**config.mk**
```make
export PLATFORM = sky130hd
export DESIGN_NAME = bobina_troca_ctrl
export DESIGN_NICKNAME = d
export VERILOG_FILES = /design/src/rtl/bobina_troca_ctrl.sv
export SDC_FILE = /design/constraint.sdc
export NUM_CORES = 1
export LEC_CHECK = 0
export CAP_MARGIN = 20
export CORE_MARGIN = 1
export CORE_UTILIZATION = 55
export CTS_CLUSTER_DIAMETER = 150
export DETAILED_ROUTE_END_ITERATION = 8
export PLACE_DENSITY = 0.83
export SETUP_SLACK_MARGIN = 0.02
export SLEW_MARGIN = 5
export SYNTH_ARGS = -nofsm -noshare
export SYNTH_HDL_FRONTEND = slang
export SYNTH_SLANG_ARGS = --single-unit
export TNS_END_PERCENT = 20
```
**constraint.sdc**
```tcl
create_clock -name clk_2 -period 7.4 [get_ports clk_2]
set_input_delay 2.22 -clock clk_2 [delete_from_list [all_inputs] [get_ports clk_2]]
set_output_delay 2.22 -clock clk_2 [all_outputs]
set_load 0.1 [all_outputs]
```
**src/rtl/bobina_troca_ctrl.sv**
```systemverilog
// ----------------------------------------------------------------------------
// bobina_troca_ctrl
//
// Sequencing controller for the paper-roll changeover (splice) station.
// It watches the new-roll, speed-match and roll-empty sensors. It then runs
// the accelerate -> glue -> cut sequence with timed phases, raises an alarm
// on faults, and counts completed changeovers and fault entries.
//
// All outputs are registered together with the state register. They change
// on the same clk_2 edge as estado, and no combinational path runs from a
// sensor to an actuator.
//
// Parameters
//   T_ACEL_MAX  cycles allowed in ACELERANDO waiting for velocidade
//   T_COLA      cycles colar is held (glue phase length)
//   T_CORTE     cycles cortar is held (cut phase length)
//   NBITS_CNT   width of the trocas / erros counters
//
// Ports
//   clk_2       in   system clock, all state on posedge
//   reset       in   asynchronous, active-low reset
//   nova        in   new roll loaded and ready to splice
//   velocidade  in   new roll surface speed matched to web speed
//   vazio       in   running roll empty
//   ack         in   operator alarm acknowledge
//   acelerar    out  accelerate new roll
//   colar       out  fire glue/splice head
//   cortar      out  fire cutter on old web
//   alarme      out  fault indicator
//   estado      out  current state code (LCD/LED debug)
//   trocas      out  completed changeovers, saturating
//   erros       out  fault entries, saturating
// ----------------------------------------------------------------------------
module bobina_troca_ctrl #(
    parameter int T_ACEL_MAX = 16,
    parameter int T_COLA     = 4,
    parameter int T_CORTE    = 2,
    parameter int NBITS_CNT  = 8
) (
    input  logic                 clk_2,
    input  logic                 reset,
    input  logic                 nova,
    input  logic                 velocidade,
    input  logic                 vazio,
    input  logic                 ack,
    output logic                 acelerar,
    output logic                 colar,
    output logic                 cortar,
    output logic                 alarme,
    output logic [2:0]           estado,
    output logic [NBITS_CNT-1:0] trocas,
    output logic [NBITS_CNT-1:0] erros
);

    // ------------------------------------------------------------------------
    // State codes (fixed: they are shown on the debug display)
    // ------------------------------------------------------------------------
    localparam logic [2:0] STAND_BY       = 3'd0;
    localparam logic [2:0] ERRO           = 3'd1;
    localparam logic [2:0] ACELERANDO     = 3'd2;
    localparam logic [2:0] COLANDO        = 3'd3;
    localparam logic [2:0] CORTANDO       = 3'd4;
    localparam logic [2:0] TROCA_EFETUADA = 3'd5;

    // The phase counter must reach the longest timed phase's final value.
    localparam int CNT_MAX_PHASE = (T_ACEL_MAX > T_COLA)
                                   ? ((T_ACEL_MAX > T_CORTE) ? T_ACEL_MAX : T_CORTE)
                                   : ((T_COLA > T_CORTE) ? T_COLA : T_CORTE);
    localparam int CW = $clog2(CNT_MAX_PHASE + 1);

    localparam logic [CW-1:0] ACEL_LAST  = CW'(T_ACEL_MAX - 1);
    localparam logic [CW-1:0] COLA_LAST  = CW'(T_COLA - 1);
    localparam logic [CW-1:0] CORTE_LAST = CW'(T_CORTE - 1);

    localparam logic [NBITS_CNT-1:0] CNT_SAT = {NBITS_CNT{1'b1}};

    logic [2:0]    next_estado;
    logic [CW-1:0] cnt;
    logic          timed_state;
    logic          entering_troca;
    logic          entering_erro;

    // Outputs decoded from next_estado, so they are registered with it.
    logic next_acelerar;
    logic next_colar;
    logic next_cortar;
    logic next_alarme;

    // ------------------------------------------------------------------------
    // Next-state logic
    // ------------------------------------------------------------------------
    always_comb begin
        // NOTE: default assignment first, so every path drives next_estado and no latch is inferred.
        next_estado = estado;
        case (estado)
            STAND_BY: begin
                // A loaded roll takes priority over an empty running roll.
                if (nova)
                    next_estado = ACELERANDO;
                else if (vazio)
                    next_estado = ERRO;
            end
            ACELERANDO: begin
                // Speed match wins over both the empty sensor and the timeout.
                if (velocidade)
                    next_estado = COLANDO;
                else if (vazio || (cnt == ACEL_LAST))
                    next_estado = ERRO;
                else if (!nova)
                    next_estado = STAND_BY;
            end
            COLANDO: begin
                // Losing speed match while gluing would tear the web.
                if (!velocidade)
                    next_estado = ERRO;
                else if (cnt == COLA_LAST)
                    next_estado = CORTANDO;
            end
            CORTANDO: begin
                // Sensors are ignored here: a cut in progress always completes.
                if (cnt == CORTE_LAST)
                    next_estado = TROCA_EFETUADA;
            end
            TROCA_EFETUADA: begin
                // Hold while nova stays high, so one load gives one changeover.
                if (!nova)
                    next_estado = STAND_BY;
            end
            ERRO: begin
                // Leave only when the operator acknowledges a clean station.
                if (ack && !vazio && !nova)
                    next_estado = STAND_BY;
            end
            default: begin
                // Codes 6 and 7 are unreachable. Treat them as a fault.
                next_estado = ERRO;
            end
        endcase
    end

    // ------------------------------------------------------------------------
    // Output decode for the state being entered
    // ------------------------------------------------------------------------
    always_comb begin
        next_acelerar = 1'b0;
        next_colar    = 1'b0;
        next_cortar   = 1'b0;
        next_alarme   = 1'b0;
        case (next_estado)
            ACELERANDO: next_acelerar = 1'b1;
            COLANDO: begin
                // Keep the new roll driven while the splice head fires.
                next_acelerar = 1'b1;
                next_colar    = 1'b1;
            end
            CORTANDO:   next_cortar   = 1'b1;
            ERRO:       next_alarme   = 1'b1;
            default: ;
        endcase
    end

    // ------------------------------------------------------------------------
    // Helper terms
    // ------------------------------------------------------------------------
    assign timed_state    = (estado == ACELERANDO) ||
                            (estado == COLANDO)    ||
                            (estado == CORTANDO);
    assign entering_troca = (next_estado == TROCA_EFETUADA) && (estado != TROCA_EFETUADA);
    assign entering_erro  = (next_estado == ERRO)           && (estado != ERRO);

    // ------------------------------------------------------------------------
    // State, phase counter and registered actuators
    // ------------------------------------------------------------------------
    always_ff @(posedge clk_2 or negedge reset) begin
        if (!reset) begin
            // Reset drops every actuator at once, even in the middle of a cut.
            estado   <= STAND_BY;
            cnt      <= '0;
            acelerar <= 1'b0;
            colar    <= 1'b0;
            cortar   <= 1'b0;
            alarme   <= 1'b0;
        end else begin
            // NOTE: non-blocking assignments here, so every register samples pre-edge values.
            estado   <= next_estado;
            acelerar <= next_acelerar;
            colar    <= next_colar;
            cortar   <= next_cortar;
            alarme   <= next_alarme;

            // Each phase starts counting from zero. The counter runs only in
            // timed states, and each of those leaves before it can overflow.
            if (next_estado != estado)
                cnt <= '0;
            else if (timed_state)
                cnt <= cnt + CW'(1);
            else
                cnt <= '0;
        end
    end

    // ------------------------------------------------------------------------
    // Event counters (saturating, counted on state entry)
    // ------------------------------------------------------------------------
    always_ff @(posedge clk_2 or negedge reset) begin
        if (!reset) begin
            trocas <= '0;
            erros  <= '0;
        end else begin
            if (entering_troca && (trocas != CNT_SAT))
                trocas <= trocas + NBITS_CNT'(1);
            if (entering_erro && (erros != CNT_SAT))
                erros <= erros + NBITS_CNT'(1);
        end
    end

endmodule

```
==> reports/results.ini, run 1 <==
[logic_synthesis]
async_flop_share_pct = 100
synth_edf_count = 0
syn-num-nets = 152
ys_types = 41
synth.area.top_cells = dfrtp_1, xnor2_1, ha_1
yosys_warnings = 0
synth_top_flop_cell = dfrtp_1
synth-seq-cells = 28
syn_area_um2 = 1530
synth.avg_cell_area_um2 = 10.9
syn_inst = 141
yosysTopAreaCell = dfrtp_1
synth_top_area_share_pct = 45.7
yosysSeqAreaShare_pct = 45.7

[layout]
seq_area_um2 = 701
layout.nets = 181
stdcell_area_um2 = 1870
multi_input_area_um2 = 768
nFillCells = 188
layout-drive-gt1-share_pct = 12.4
diodes = 0
syn_to_final_growth_pct = 22.0

[die]
die_h_um = 54.8
dieArea_um2 = 3000
start_util_pct = 60.2
die_w_um = 54.8
core_um2 = 2540
pin_count = 29
num_rows = 18

[drt]
viasPerCell = 5.65
drt-pass1-iter-count = 4
wl_um = 3080
wire_per_inst_um = 15.5
num_vias = 1125
drt-initial-drc-count = 20
ant_nets = 0
drc = 0

[critical_path]
cp_max_fo = 13
path_buf_inv = 1
timing.rr.start = cnt[0]$_DFF_PN0_
cp.arrival_ns = 2.14
worstPathCellList = clkdlybuf4s50_1
startpoint_type = flop
worstReg2RegEnd = erros[1]$_DFFE_PN0P_
critPathKind = reg -> out
reg2reg_slack_ns = 4.71
critPathMaxStageDelay_ns = 1.21
cp-end-kind = output pin
cp_top_family = buffers and inverters
slowest_stage = clkdlybuf4s50_1
r2r_cells = 8
critPathRequiredTime_ns = 5.18

[placement]
place_congestion = 0.869
portBuffers = 28
hpwl_um = 2210
dpl_cell_area_um2 = 1820

[worst_hold_path]
whs_path_depth = 1
hold_path.class = reg -> reg
holdCritStartpoint = trocas[5]$_DFFE_PN0P_
min_to = trocas[5]$_DFFE_PN0P_

[timing]
tightest_slew_ns = 0.982
finalCriticalPeriod_ns = 4.36
fmax_mhz = 229
rsz0062_at_grt = no
setup_viol = 0
finalMaxSlewViolations = 0
hold_slack_ns = 0.514
clock_skew_ns = 0.00684
fin_tns_setup_ns = 0
fin_crit_sh_pct = 59.0
hold_viol_final = 0
slew_headroom_pct = 34.4

[cts]
cts_resized = 0
htree_levels = 1
cts_setup_buffers = 0
clkSinkCount = 28
holdBufCountCts = 0
numCtsBuffers = 3
cts_tree = yes
path_clk_slew_ns = 0.14
insertion_delay_ns = 0.33
clockRootBuffer = clkbuf_4
cts.path.max_buffers = 2

[global_routing]
grt_max_degree = 29
globalRouteOverflowTotal = 0
grt_pass1_wl_um = 5310
antenna_found_initial = 0
grt_pass1_vias = 1106
track_usage_pct = 25.2

[pwr]
ir_worst_vdd_v = 0.000411
power_density_nw_per_um2 = 407
p_leak_nw = 0.794

[run]
drv_cap = 0

[outcome]
status = completed

power breakdown:
group | switching (W) | internal [W]
clock | 0.0000446 | 0.0000548
combinational | 0.000319 | 0.000116
sequential | 0.0000410 | 0.000185
registers in the layout (all words and copies together) (netlist names):
signal    cells
erros         8
trocas        8
cnt           5
estado        3
acelerar      1
alarme        1
colar         1
cortar        1
how the worst max path moves through the flow:
stage / cells past startpoint / endpoint / startpoint
after floorplan: 6 / erros[6]$_DFFE_PN0P_ / vazio
after global placement: 6 / erros[1]$_DFFE_PN0P_ / velocidade
after detailed placement: 6 / erros[1]$_DFFE_PN0P_ / velocidade
after CTS: 1 / estado[2] / estado[2]$_DFF_PN0_
after global routing: 1 / estado[2] / estado[2]$_DFF_PN0_
final: 1 / estado[2] / estado[2]$_DFF_PN0_
layout by cell type (no fill, tap or decap), drive strengths merged:
master / n
and2b: 1
a31o: 1
nand2: 9
clkdlybuf4s50: 28
mux2i: 1
ha: 5
xor2: 2
and4: 3
nor2b: 2
and3: 4
nor3: 1
mux2: 4
nor4b: 1
buf: 1
o211ai: 1
nand2b: 2
or3b: 3
bufinv: 1
xnor2: 11
or4: 1
nand3: 7
o21ai: 4
a2111oi: 1
o2bb2a: 1
nand3b: 1
nand4: 11
inv: 6
and2: 2
a211oi: 2
a21oi: 9
nand4b: 1
clkbuf: 3
maj3: 1
nor2: 8
or4b: 1
dfrtp: 28
a31oi: 1
routing by layer:
| metal | wire length (µm) | GRT usage (%) | vias up |
|---|---|---|---|
| met5 | 0 | 0 | - |
| met4 | 27 | 6.41 | 0 |
| met3 | 127 | 5.00 | 2 |
| met2 | 1460 | 38.6 | 30 |
| met1 | 1470 | 36.0 | 531 |
| li1 | - | - | 562 |
metrics by stage:
| step | setup WS (ns) | util (%) | instances | total power [W] |
|---|---|---|---|---|
| 5_1_grt | 2.94 | 73.5 | 199 | 0.000798 |
| 3_5_place_dp | 3.05 | 71.4 | 195 | 0.000661 |
| 2_1_floorplan | 3.66 | - | 141 | 0.000583 |
| 4_1_cts | 3.05 | 73.5 | 199 | 0.000761 |
| 6_report | 3.04 | 73.5 | 199 | 0.000760 |
| 3_3_place_gp | 3.13 | 71.4 | 195 | 0.000653 |
Yosys cell counts (all sizes together) (2+ instances only):
library cell  instances
mux2                  4
dfrtp                28
and3                  4
buf                   3
nand4                11
xor2                  2
inv                   6
and2                  2
nor2                  8
nand3                 7
xnor2                11
or3b                  3
and4                  3
a211oi                2
a21oi                 9
ha                    5
o21ai                 4
nand2                 9
nor2b                 2
clkbuf                2
nand2b                2
area by class of cell:
| type | instances | share of cell area [%] |
|---|---|---|
| multi-input combinational | 102 | 41.1 |
| sequential | 28 | 37.5 |
| timing repair buffer | 29 | 15.4 |
| tap | 30 | 2.01 |
| clock inverter | 1 | 1.61 |
| clock buffer | 3 | 1.20 |
| inverter | 6 | 1.20 |
logic make-up after synthesis:
family / after synthesis / share of synthesized area, %
flops: 28 / 45.7
xor+xnor: 13 / 7.43
mux: 5 / 3.84
fa+ha+maj: 6 / 4.82
compound gates: 20 / 9.63
buf+inv: 11 / 4.16
simple gates: 58 / 24.4
Power figures use the tool's default switching activity.
==> inputs of run 2 (changes only) <==
Settings changed: CORE_UTILIZATION 55 to 51, PLACE_DENSITY 0.83 to 0.77.
Clock period 7.4 ns to 4.55 ns, I/O delays scaled along.
==> reports/results.ini, run 2 (synthesis gave the netlist of run 1 again) <==
[outcome]
status = finished, violations left
violations = design-rule violations

[critical_path]
cp-end-kind = output pin
cp_top_family = buffers and inverters
cp_max_fo = 13  ; unchanged
startpoint_type = flop
cp.arrival_ns = 2.12  ; -0.02 ns
worstPathCellList = clkdlybuf4s50_1
critPathKind = reg -> out
cp_num_cells = 1  ; unchanged
path_buf_inv = 1  ; unchanged
r2r_cells = 8  ; unchanged
critPathMaxStageDelay_ns = 1.21  ; about the same
slowest_stage = clkdlybuf4s50_1
critPathRequiredTime_ns = 3.18  ; -2.00 ns

[worst_hold_path]
whs_path_depth = 1  ; unchanged
hold_path.class = reg -> reg

[global_routing]
grt_pass1_vias = 1137  ; +2.8%
track_usage_pct = 20.1  ; -5.1 points
antenna_found_initial = 0  ; unchanged
grt_pass1_wl_um = 5110  ; -3.9%
grt_max_degree = 29  ; unchanged
globalRouteOverflowTotal = 0  ; unchanged

[die]
num_rows = 19  ; +1
die_w_um = 56.8  ; +3.7%
start_util_pct = 54.6  ; -5.6 points
pin_count = 29  ; unchanged
dieArea_um2 = 3230  ; +7.5%
core_um2 = 2810  ; +10%
die_h_um = 56.8  ; +3.7%

[timing]
fmax_mhz = 287
finalMaxSlewViolations = 0  ; unchanged
tightest_slew_ns = 0.977  ; -0.00481 ns
hold_slack_ns = 0.497  ; -0.0161 ns
hold_viol_final = 0  ; unchanged
rsz0062_at_grt = no
setup_viol = 0  ; unchanged
slew_headroom_pct = 34.7  ; +0.32 points
fin_tns_setup_ns = 0  ; unchanged
clock_skew_ns = 0.0146  ; +0.00779 ns
fin_crit_sh_pct = 76.7
finalCriticalPeriod_ns = 3.49

[cts]
clkSinkCount = 28  ; unchanged
numCtsBuffers = 3  ; unchanged
cts_setup_buffers = 0  ; unchanged
cts_resized = 0  ; unchanged
htree_levels = 1  ; unchanged
holdBufCountCts = 0  ; unchanged
cts.path.max_buffers = 2  ; unchanged
path_clk_slew_ns = 0.14  ; about the same
insertion_delay_ns = 0.33  ; about the same
clockRootBuffer = clkbuf_4
cts_tree = yes

[drt]
drt-pass1-iter-count = 8  ; +4
num_vias = 1184  ; +5.2%
wire_per_inst_um = 14.7  ; -5.3%
wl_um = 2930  ; -4.9%
ant_nets = 0  ; unchanged
drc = 6  ; +6
drt-initial-drc-count = 53  ; +170%
viasPerCell = 5.92  ; +4.7%

[layout]
layout.nets = 181  ; unchanged
diodes = 0  ; unchanged
stdcell_area_um2 = 1850  ; -0.80%
mostFrequentLayoutCells = dfrtp_1, clkdlybuf4s50_1, xnor2_1
largest_registers = erros: 8 flops, trocas: 8 flops, cnt: 5 flops
layout-drive-gt1-share_pct = 12.4  ; unchanged
final_util_pct = 66.1  ; -7.3 points
syn_to_final_growth_pct = 21.0

[pwr]
ir_worst_vdd_v = 0.000407  ; -1.0%
p_leak_nw = 0.788  ; -0.87%
power_density_nw_per_um2 = 642  ; +58%

[placement]
place_congestion = 0.858  ; -1.3%
portBuffers = 28  ; unchanged
hpwl_um = 2160  ; -2.3%
dpl_cell_area_um2 = 1820  ; about the same

[run]
drv_cap = 0  ; unchanged

## run 2: changes by cell type in the layout (fill, tap and decap cells not counted), sizes merged
cell | previous run | this run
bufinv | 1 | 0
clkbuf | 3 | 4
## run 2: through the flow
stage,setup slack [ns],instances,power (W)
2_1_floorplan,1.66,141,0.000949
3_3_place_gp,1.12,196,0.00106
3_5_place_dp,1.04,196,0.00107
4_1_cts,1.06,200,0.00120
5_1_grt,0.978,200,0.00125
6_report,1.06,200,0.00119
## run 2: final timing paths
check / slack (ns) / start / end
setup / recovery: 1.06 / estado[2]$_DFF_PN0_ / estado[2]
hold / removal: 0.50 / cnt[0]$_DFF_PN0_ / cnt[0]$_DFF_PN0_
setup reg to reg: 1.90 / cnt[0]$_DFF_PN0_ / erros[1]$_DFFE_PN0P_
hold reg to reg: 0.50 / cnt[0]$_DFF_PN0_ / cnt[0]$_DFF_PN0_
max in group asynchronous: 2.90 / reset / erros[7]$_DFFE_PN0P_
min in group asynchronous: 1.39 / reset / estado[0]$_DFF_PN0_
## run 2: layer usage
layer | up-vias | share of wire [%] | track usage, %
li1 | 563 | - | -
met1 | 578 | 46 | 26.2
met2 | 37 | 49 | 34.7
met3 | 6 | 4.5 | 2.53
met4 | 0 | 0.92 | 6.27
met5 | - | 0 | 0
## run 2: power by group
part	total [W]	switching (W)	leakage (nW)	internal, W
Combinational	0.000707	0.000518	0.398	0.000189
Clock	0.000121	0.0000718	0.0210	0.0000490
Sequential	0.000362	0.0000617	0.368	0.000300
## run 2: cell type report
cell class                 instances  area, µm²
timing repair buffer              29        288
clock buffer                       4       36.3
multi-input combinational        102        768
sequential                        28        701
inverter                           6       22.5
tap                               31       38.8
fill                             233        951
